## src/rtl/alu181_serial.sv

```systemverilog
// Nibble-serial 74181-compatible ALU: one 4-bit slice per clock, LSB first, registered inter-slice carry.
// Result and flags appear N=WIDTH/4 cycles after acceptance; held frozen while out_ready is low.
module alu181_serial #(
   parameter int WIDTH = 16
) (
   input  logic             clk,
   input  logic             reset,
   input  logic             in_valid,
   output logic             in_ready,
   input  logic [3:0]       s,
   input  logic             m,
   input  logic             ci,
   input  logic [WIDTH-1:0] a,
   input  logic [WIDTH-1:0] b,
   output logic             out_valid,
   input  logic             out_ready,
   output logic [WIDTH-1:0] y,
   output logic             cout,
   output logic             ovf,
   output logic             zero,
   output logic             aeqb
);

   localparam int N    = WIDTH / 4;
   localparam int IDXW = (N > 1) ? $clog2(N) : 1;

   typedef enum logic [1:0] {
      IDLE = 2'd0,
      RUN  = 2'd1,
      DONE = 2'd2
   } state_t;

   state_t           state_q, state_d;
   logic [3:0]       s_q, s_d;
   logic             m_q, m_d;
   logic [WIDTH-1:0] a_q, a_d;
   logic [WIDTH-1:0] b_q, b_d;
   logic [IDXW-1:0]  idx_q, idx_d;
   logic             carry_q, carry_d;
   logic [WIDTH-1:0] work_q, work_d;
   logic [WIDTH-1:0] y_q, y_d;
   logic             cout_q, cout_d;
   logic             ovf_q, ovf_d;
   logic             zero_q, zero_d;
   logic             aeqb_q, aeqb_d;

   logic [IDXW+1:0]  base;
   logic [3:0]       a_sl, b_sl, x_sl, y_sl, f_sl;
   logic [4:0]       cc;

   // Slice datapath: 74181 X/Y generate terms, then ripple across the nibble.
   always_comb begin
      base  = {idx_q, 2'b00};
      a_sl  = a_q[base +: 4];
      b_sl  = b_q[base +: 4];
      x_sl  = a_sl | (b_sl & {4{s_q[0]}}) | (~b_sl & {4{s_q[1]}});
      y_sl  = (a_sl & ~b_sl & {4{s_q[2]}}) | (a_sl & b_sl & {4{s_q[3]}});
      cc    = '0;
      cc[0] = carry_q;
      f_sl  = '0;
      for (int i = 0; i < 4; i++) begin
         f_sl[i]  = m_q ? ~(x_sl[i] ^ y_sl[i]) : (x_sl[i] ^ y_sl[i] ^ cc[i]);
         cc[i+1]  = (x_sl[i] & y_sl[i]) | (cc[i] & (x_sl[i] ^ y_sl[i]));
      end
   end

   always_comb begin
      state_d  = state_q;
      s_d      = s_q;
      m_d      = m_q;
      a_d      = a_q;
      b_d      = b_q;
      idx_d    = idx_q;
      carry_d  = carry_q;
      work_d   = work_q;
      y_d      = y_q;
      cout_d   = cout_q;
      ovf_d    = ovf_q;
      zero_d   = zero_q;
      aeqb_d   = aeqb_q;
      in_ready = 1'b0;

      case (state_q)
         IDLE: in_ready = 1'b1;
         RUN: begin
            work_d[base +: 4] = f_sl;
            carry_d           = cc[4];
            idx_d             = idx_q + IDXW'(1);
            if (idx_q == IDXW'(N - 1)) begin
               y_d     = work_d;
               cout_d  = ~m_q & cc[4];
               ovf_d   = ~m_q & (cc[3] ^ cc[4]);
               zero_d  = (work_d == '0);
               aeqb_d  = &work_d;
               idx_d   = '0;
               state_d = DONE;
            end
         end
         DONE: begin
            in_ready = out_ready;
            if (out_ready && !in_valid) state_d = IDLE;
         end
         default: state_d = IDLE;
      endcase

      // Acceptance from IDLE or back-to-back from DONE as the result is taken.
      if (in_valid && in_ready) begin
         s_d     = s;
         m_d     = m;
         a_d     = a;
         b_d     = b;
         carry_d = ci;
         idx_d   = '0;
         state_d = RUN;
      end
   end

   always_ff @(posedge clk or negedge reset) begin
      if (!reset) begin
         state_q <= IDLE;
         s_q     <= '0;
         m_q     <= 1'b0;
         a_q     <= '0;
         b_q     <= '0;
         idx_q   <= '0;
         carry_q <= 1'b0;
         work_q  <= '0;
         y_q     <= '0;
         cout_q  <= 1'b0;
         ovf_q   <= 1'b0;
         zero_q  <= 1'b0;
         aeqb_q  <= 1'b0;
      end else begin
         state_q <= state_d;
         s_q     <= s_d;
         m_q     <= m_d;
         a_q     <= a_d;
         b_q     <= b_d;
         idx_q   <= idx_d;
         carry_q <= carry_d;
         work_q  <= work_d;
         y_q     <= y_d;
         cout_q  <= cout_d;
         ovf_q   <= ovf_d;
         zero_q  <= zero_d;
         aeqb_q  <= aeqb_d;
      end
   end

   assign out_valid = (state_q == DONE);
   assign y         = y_q;
   assign cout      = cout_q;
   assign ovf       = ovf_q;
   assign zero      = zero_q;
   assign aeqb      = aeqb_q;

endmodule

```

## config.mk

```make
export PLATFORM = sky130hd
export DESIGN_NAME = alu181_serial
export DESIGN_NICKNAME = d
export VERILOG_FILES = /design/src/rtl/alu181_serial.sv
export SDC_FILE = /design/constraint.sdc
export NUM_CORES = 1
export LEC_CHECK = 0
export ABC_CLOCK_PERIOD_IN_PS = 10600
export CORE_MARGIN = 2
export CORE_UTILIZATION = 35
export CTS_CLUSTER_DIAMETER = 40
export CTS_CLUSTER_SIZE = 8
export DETAILED_ROUTE_END_ITERATION = 10
export GPL_TIMING_DRIVEN = 0
export HOLD_SLACK_MARGIN = 0.1
export PLACE_DENSITY = 0.53
export SLEW_MARGIN = 20
export SYNTH_ARGS = -nofsm -noshare
export SYNTH_HDL_FRONTEND = slang
export SYNTH_SLANG_ARGS = --single-unit
export TNS_END_PERCENT = 30
```

## constraint.sdc

```tcl
create_clock -name clk -period 10.6 [get_ports clk]
set_input_delay 1.59 -clock clk [delete_from_list [all_inputs] [get_ports clk]]
set_output_delay 1.59 -clock clk [all_outputs]
set_load 0.03 [all_outputs]
```

-- Word level (Yosys, flattened, before mapping)
Cells that the tools add are included.
- register bits after elaboration: 78
- input bits: 42
- output and inout port bits: 22
- word-level logic and storage cells: 87
- add/subtract/negate cells: 2
- equality and inequality tests: 6
- shift operators: 4
- muxes and demuxes: 15
- bitwise gates (word level): 38
- reductions and logical operators: 9
- operators with widths (kind ; count):
    16-bit by 5-bit indexed part select with 4-bit output ; 2
    4-bit AND ; 6
    16-bit bitwise mux ; 1
    16-bit zero test ; 1
    16-bit AND reduction ; 1
    4-bit by 6-bit variable shift with 16-bit output, first input constant ; 1
    4-bit by 6-bit indexed part select with 16-bit output ; 1
    2-bit two-way mux ; 6
    4-bit bitwise OR ; 3
    1-bit AND ; 10
    1-bit bitwise XOR ; 9
    1-bit two-way mux ; 6
    4-bit negator with 6-bit output ; 1
    2-bit one-hot mux with 3 select lines ; 1
    1-bit NOT ; 5
    2-bit equality test, second input constant ; 2
    4-bit NOT ; 1
    1-bit bitwise OR ; 4
    3-bit by 1-bit != test with 1-bit output, second input constant ; 1
    3-bit != test, second input constant ; 1
    3-bit AND reduction ; 1
    2-bit by 1-bit adder with 2-bit output, second input constant ; 1
    2-bit by 1-bit equality test with 1-bit output, second input constant ; 1
    1-bit logical AND ; 2
    other kinds (6) ; 6

-- Longest topological paths before layout
- depth after elaboration: 17
- gate-level depth with buffers: 13
- gate-level depth less buffers: 12

-- Least setup slack after synthesis
OpenSTA, ideal clock, no wires.
- path kind: register -> register
- from: reg idx_q[0]
- to: reg aeqb_q, in the netlist aeqb
- library setup time: 0.092 ns
- data arrival time: 4.248 ns
- data required time: 10.508 ns
- path slack: 6.260 ns
- cell stages (with the launch flop): 13
- buffers on the path: 1
- clock period less this slack: 4.340 ns
- path through: dfrtp_1 buf_2 mux4_2 a211o_1 fa_1 fa_1 inv_1 fa_1 fa_1 mux2i_2 a22oi_1 or4_1 o31ai_2
- cells in the longest elaborated chain, start to end: 17
- elaborated cells between the ends (all ways): 44
- those cells by class: add/sub (1); eq/ne (1); shift (4); mux (5); bitwise (31); reduce/logical (2)
- ends and longest elaborated chain (element ; RTL line ; source):
    from (decl) ; 38 ; logic [IDXW-1:0] idx_q, idx_d;
    from (signal assigned) ; 139 ; idx_q <= idx_d;
    16-bit by 5-bit indexed part select with 4-bit output ; 55 ; b_sl = b_q[base +: 4];
    4-bit NOT ; 56, 57 ;
    4-bit AND (2 in a row) ; 57 ; y_sl = (a_sl & ~b_sl & {4{s_q[2]}}) | (a_sl & b_sl & {4{s_q[3]}});
    4-bit bitwise OR ; 57 ;
    1-bit bitwise XOR ; 62, 63 ;
    1-bit AND ; 63 ; cc[i+1] = (x_sl[i] & y_sl[i]) | (cc[i] & (x_sl[i] ^ y_sl[i]));
    1-bit bitwise OR ; 63 ;
    1-bit AND ; 63 ;
    1-bit bitwise OR ; 63 ;
    1-bit AND ; 63 ;
    1-bit bitwise OR ; 63 ;
    1-bit bitwise XOR ; 62 ; f_sl[i] = m_q ? ~(x_sl[i] ^ y_sl[i]) : (x_sl[i] ^ y_sl[i] ^ cc[i]);
    1-bit two-way mux ; 62 ;
    4-bit by 6-bit indexed part select with 16-bit output ; 86 ; work_d[base +: 4] = f_sl;
    16-bit bitwise mux ; 86 ;
    16-bit AND reduction ; 94 ; aeqb_d = &work_d;
    to (signal assigned) ; 146 ; aeqb_q <= aeqb_d;
    to (decl) ; 45 ; logic aeqb_q, aeqb_d;
Several ways; a longest one is shown, not always the timed one.
A chain may end at the register's enable or synchronous reset.

-- Worst setup path after layout
Same ends and word-level chain as after synthesis.

==> impl_results.md <==
* Outcome: finished clean
* Post-CTS Hold Fix Bufs at 0
* Top-area cell type share of the netlist area at 0.496
* Buf+Inv Stages, Crit Path at 2
* Slew @ Worst Pin at a little over 0.6 ns
* Post-route cell area at approximately 0.0050 mm²
* Number of global-route vias before repair at 3083
* Dpl cells at 616
* Avg Vias per Cell at about 5.0
* Fin crit share at 0.479
* CP endpoint kind: flop
* PostCTS Resize Cnt at 0
* Via count at 3171
* WL/cell at ~16 µm
* DRT iter0 DRCs at between 100 and 150
* Number of H-tree levels at 3
* RSZ-0062 raised after global routing: no
* # nets final at between 500 and 600
* Largest net degree at the start of global routing at 48
* Filler cells at between 1000 and 1500
* Post-synth top cells: nand2_1, dfrtp_1, o21ai_0, clkbuf_1, a21oi_1
* Min Hold Slack at between 0.4 and 0.5 ns
* Hold Crit Class: flop to flop
* Critical Path Max Stage Delay at approximately 0.63 ns
* Post-route insts no fill at between 600 and 700
* Grt ovf at 0
* Slew Viols, Final at 0
* Area growth, synth to finish at 26.0%
* Mapped cell area at around 0.004 mm²
* Main synth FF type: dfrtp_1
* CP top delay family: adder cells
* Post-synth EDFFs at 0
* Clock skew at 0.00848 ns
* Sequential cell area at slightly below 0.002 mm²
* Post-DRT Antenna Nets at 0
* Num Clock Sinks at just under 80
* Setup TNS at 0 ns
* Max-capacitance violation count at 0
* Synth unique cells at between 40 and 50
* Yosys reg bits at just under 80
* Critical Path Fanout Max at 10
* PwrDens at 334 mW/mm²
* Clock buffer count from CTS at 9
* Final hold violations at 0
* Total power at ~1.7 mW
* Core area at approximately 0.011 mm²
* Layout cells sized above 1 at 0.0650
* Final worst slack at 5.53 ns
* Post-synthesis async set-or-reset flop share at 1.00
* Cells after Synth at a little over 400
* Final setup violation count at 0
* Hpwl dp at about 7000 µm
* Yosys warns at 0
* Pre-CTS setup slack at about 5.6 ns
* CTS Buffer Depth at 2
* CTS tree: built
* Worst Path Arrival at roughly 5.4 ns
* Area leader, netlist: dfrtp_1
* Cell row count at 38
* Critical path class: flop to flop
* Top-count cell post-synth: nand2_1
* Worst-path cell chain: buf_2 > mux4_2 > a211o_1 > fa_1 > fa_1 > inv_1 > fa_1 > fa_1 > mux2i_2 > a21oi_1 > or4b_1 > o31ai_2
* Slowest-stage cell, CP: mux4_2
* Sequential cell area fraction in the yosys report at 0.496
* Critical Path RT at 10.87 ns
* Io pins at 64
* Die X at ~110 µm
* Ant diodes at 0
* Setup Buffers After CTS at 0
* Die Area at ~0.012 mm²
* Initial antenna violation count at 0
* Initial Util at 0.361
* Clk pin slew, worst setup/hold paths at roughly 0.090 ns
* Max rail drop VDD at 0.120 mV
* Cell mode on critical path: fa_1
* Drt total wl at 9810 µm
* Layout Utilization at 0.455
* Slew margin rel. at 0.583
* Area contributors post-synth: dfrtp_1, nand2_1, mux4_2
* Overall routing resource usage at 0.174
* Syn Nets at between 400 and 500
* CTS root buf: clkbuf_8
* First-pass GRT wire length at 15900 µm
* Drt drc at 0
* Final worst path period need at 5.07 ns
* LEAKAGE at approximately 2.2 nW
* Area of the multi-input gates at around 0.0018 mm²
* Port bufs at 63
* DR pass1 iterations at 6
* Mean Syn Cell Area at about 9.5 µm²
* Clk Latency, worst-skew pair at 0.36 ns
* Critical path startpoint category: flop
* Gpl congestion at 0.893
* Die height at 110 µm
* Fmax at approximately 200 MHz
* Placed Area at 0.00476 mm²
path summary, 6_finish.rpt:
kind | slack [ns] | startpoint | endpoint | cells past startpoint
worst max-delay path | 5.53 | idx_q[0]$_DFFE_PN0P_ | aeqb$_DFFE_PN0P_ | 12
worst min-delay path | 0.47 | a_q[9]$_DFFE_PN0P_ | a_q[9]$_DFFE_PN0P_ | 2
worst max register to register | 5.53 | idx_q[0]$_DFFE_PN0P_ | aeqb$_DFFE_PN0P_ | 12
worst min register to register | 0.47 | a_q[9]$_DFFE_PN0P_ | a_q[9]$_DFFE_PN0P_ | 2
max in group asynchronous | 8.86 | reset | a_q[2]$_DFFE_PN0P_ | 2
min in group asynchronous | 1.16 | reset | y[4]$_DFFE_PN0P_ | 1
report_power, final:
part           leakage, nW  internal, mW  switching [mW]
Combinational         1.13         0.361           0.581
Clock               0.0883         0.108           0.117
Sequential            1.01         0.414          0.0723
sequential cells by signal, summed over array words and instances, names as in the netlist:
| register | flops |
|---|---|
| cout | 1 |
| idx_q | 2 |
| s_q | 4 |
| b_q | 16 |
| aeqb | 1 |
| m_q | 1 |
| state_q | 2 |
| work_q | 16 |
| a_q | 16 |
| carry_q | 1 |
| ovf | 1 |
| y | 16 |
| zero | 1 |
metal layers:
layer / vias up / share of wire / track usage
met2: 83 / 0.48 / 0.290
met4: 0 / 0.013 / 0.0515
li1: 1553 / - / -
met1: 1525 / 0.46 / 0.231
met5: - / 0 / 0
met3: 10 / 0.042 / 0.0312
cell type report:
class / count / share of cell area
plain buffers: 24 / 0.0197
clock buffers: 10 / 0.0258
clock inverters: 6 / 0.0126
inverters: 11 / 0.00834
multi-input cells: 299 / 0.372
flip-flops and latches: 78 / 0.394
well taps: 140 / 0.0354
repair buffers: 64 / 0.132
tightest hold or removal path, delay by kind of cell, from the launching register on:
kind,cells,cell delay (ns)
and+or+nand+nor,2,0.10
DFF,1,0.34
layout by cell type (no fill, tap or decap), types with 3 or more instances in the layout:
| cell type | instances |
|---|---|
| o21ai_0 | 23 |
| mux2i_1 | 7 |
| nand2_1 | 144 |
| fa_1 | 4 |
| nor2_1 | 7 |
| nand3_1 | 3 |
| nand2b_1 | 3 |
| buf_2 | 3 |
| a22oi_1 | 7 |
| clkinvlp_4 | 3 |
| dfrtp_1 | 78 |
| a32o_1 | 8 |
| a22o_1 | 5 |
| a21oi_1 | 16 |
| nor2b_1 | 15 |
| mux4_2 | 7 |
| clkbuf_8 | 9 |
| nor3_1 | 4 |
| clkbuf_1 | 20 |
| clkdlybuf4s50_1 | 62 |
| o31ai_1 | 4 |
| inv_1 | 11 |
| ha_1 | 10 |
logic make-up (layout without fill, tap and decap cells):
logic type | count (synthesis) | after routing | share of synthesized area
multiplexers | 17 | 17 | 0.0738
flip-flops | 78 | 78 | 0.496
buffers and inverters | 35 | 115 | 0.0353
AO/OA/AOI/OAI | 74 | 74 | 0.124
adder cells (fa/ha/maj) | 14 | 14 | 0.0522
XOR/XNOR | 1 | 1 | 0.00223
AND/OR/NAND/NOR | 193 | 193 | 0.216
Note: power is estimated with default switching activity, not from simulation.
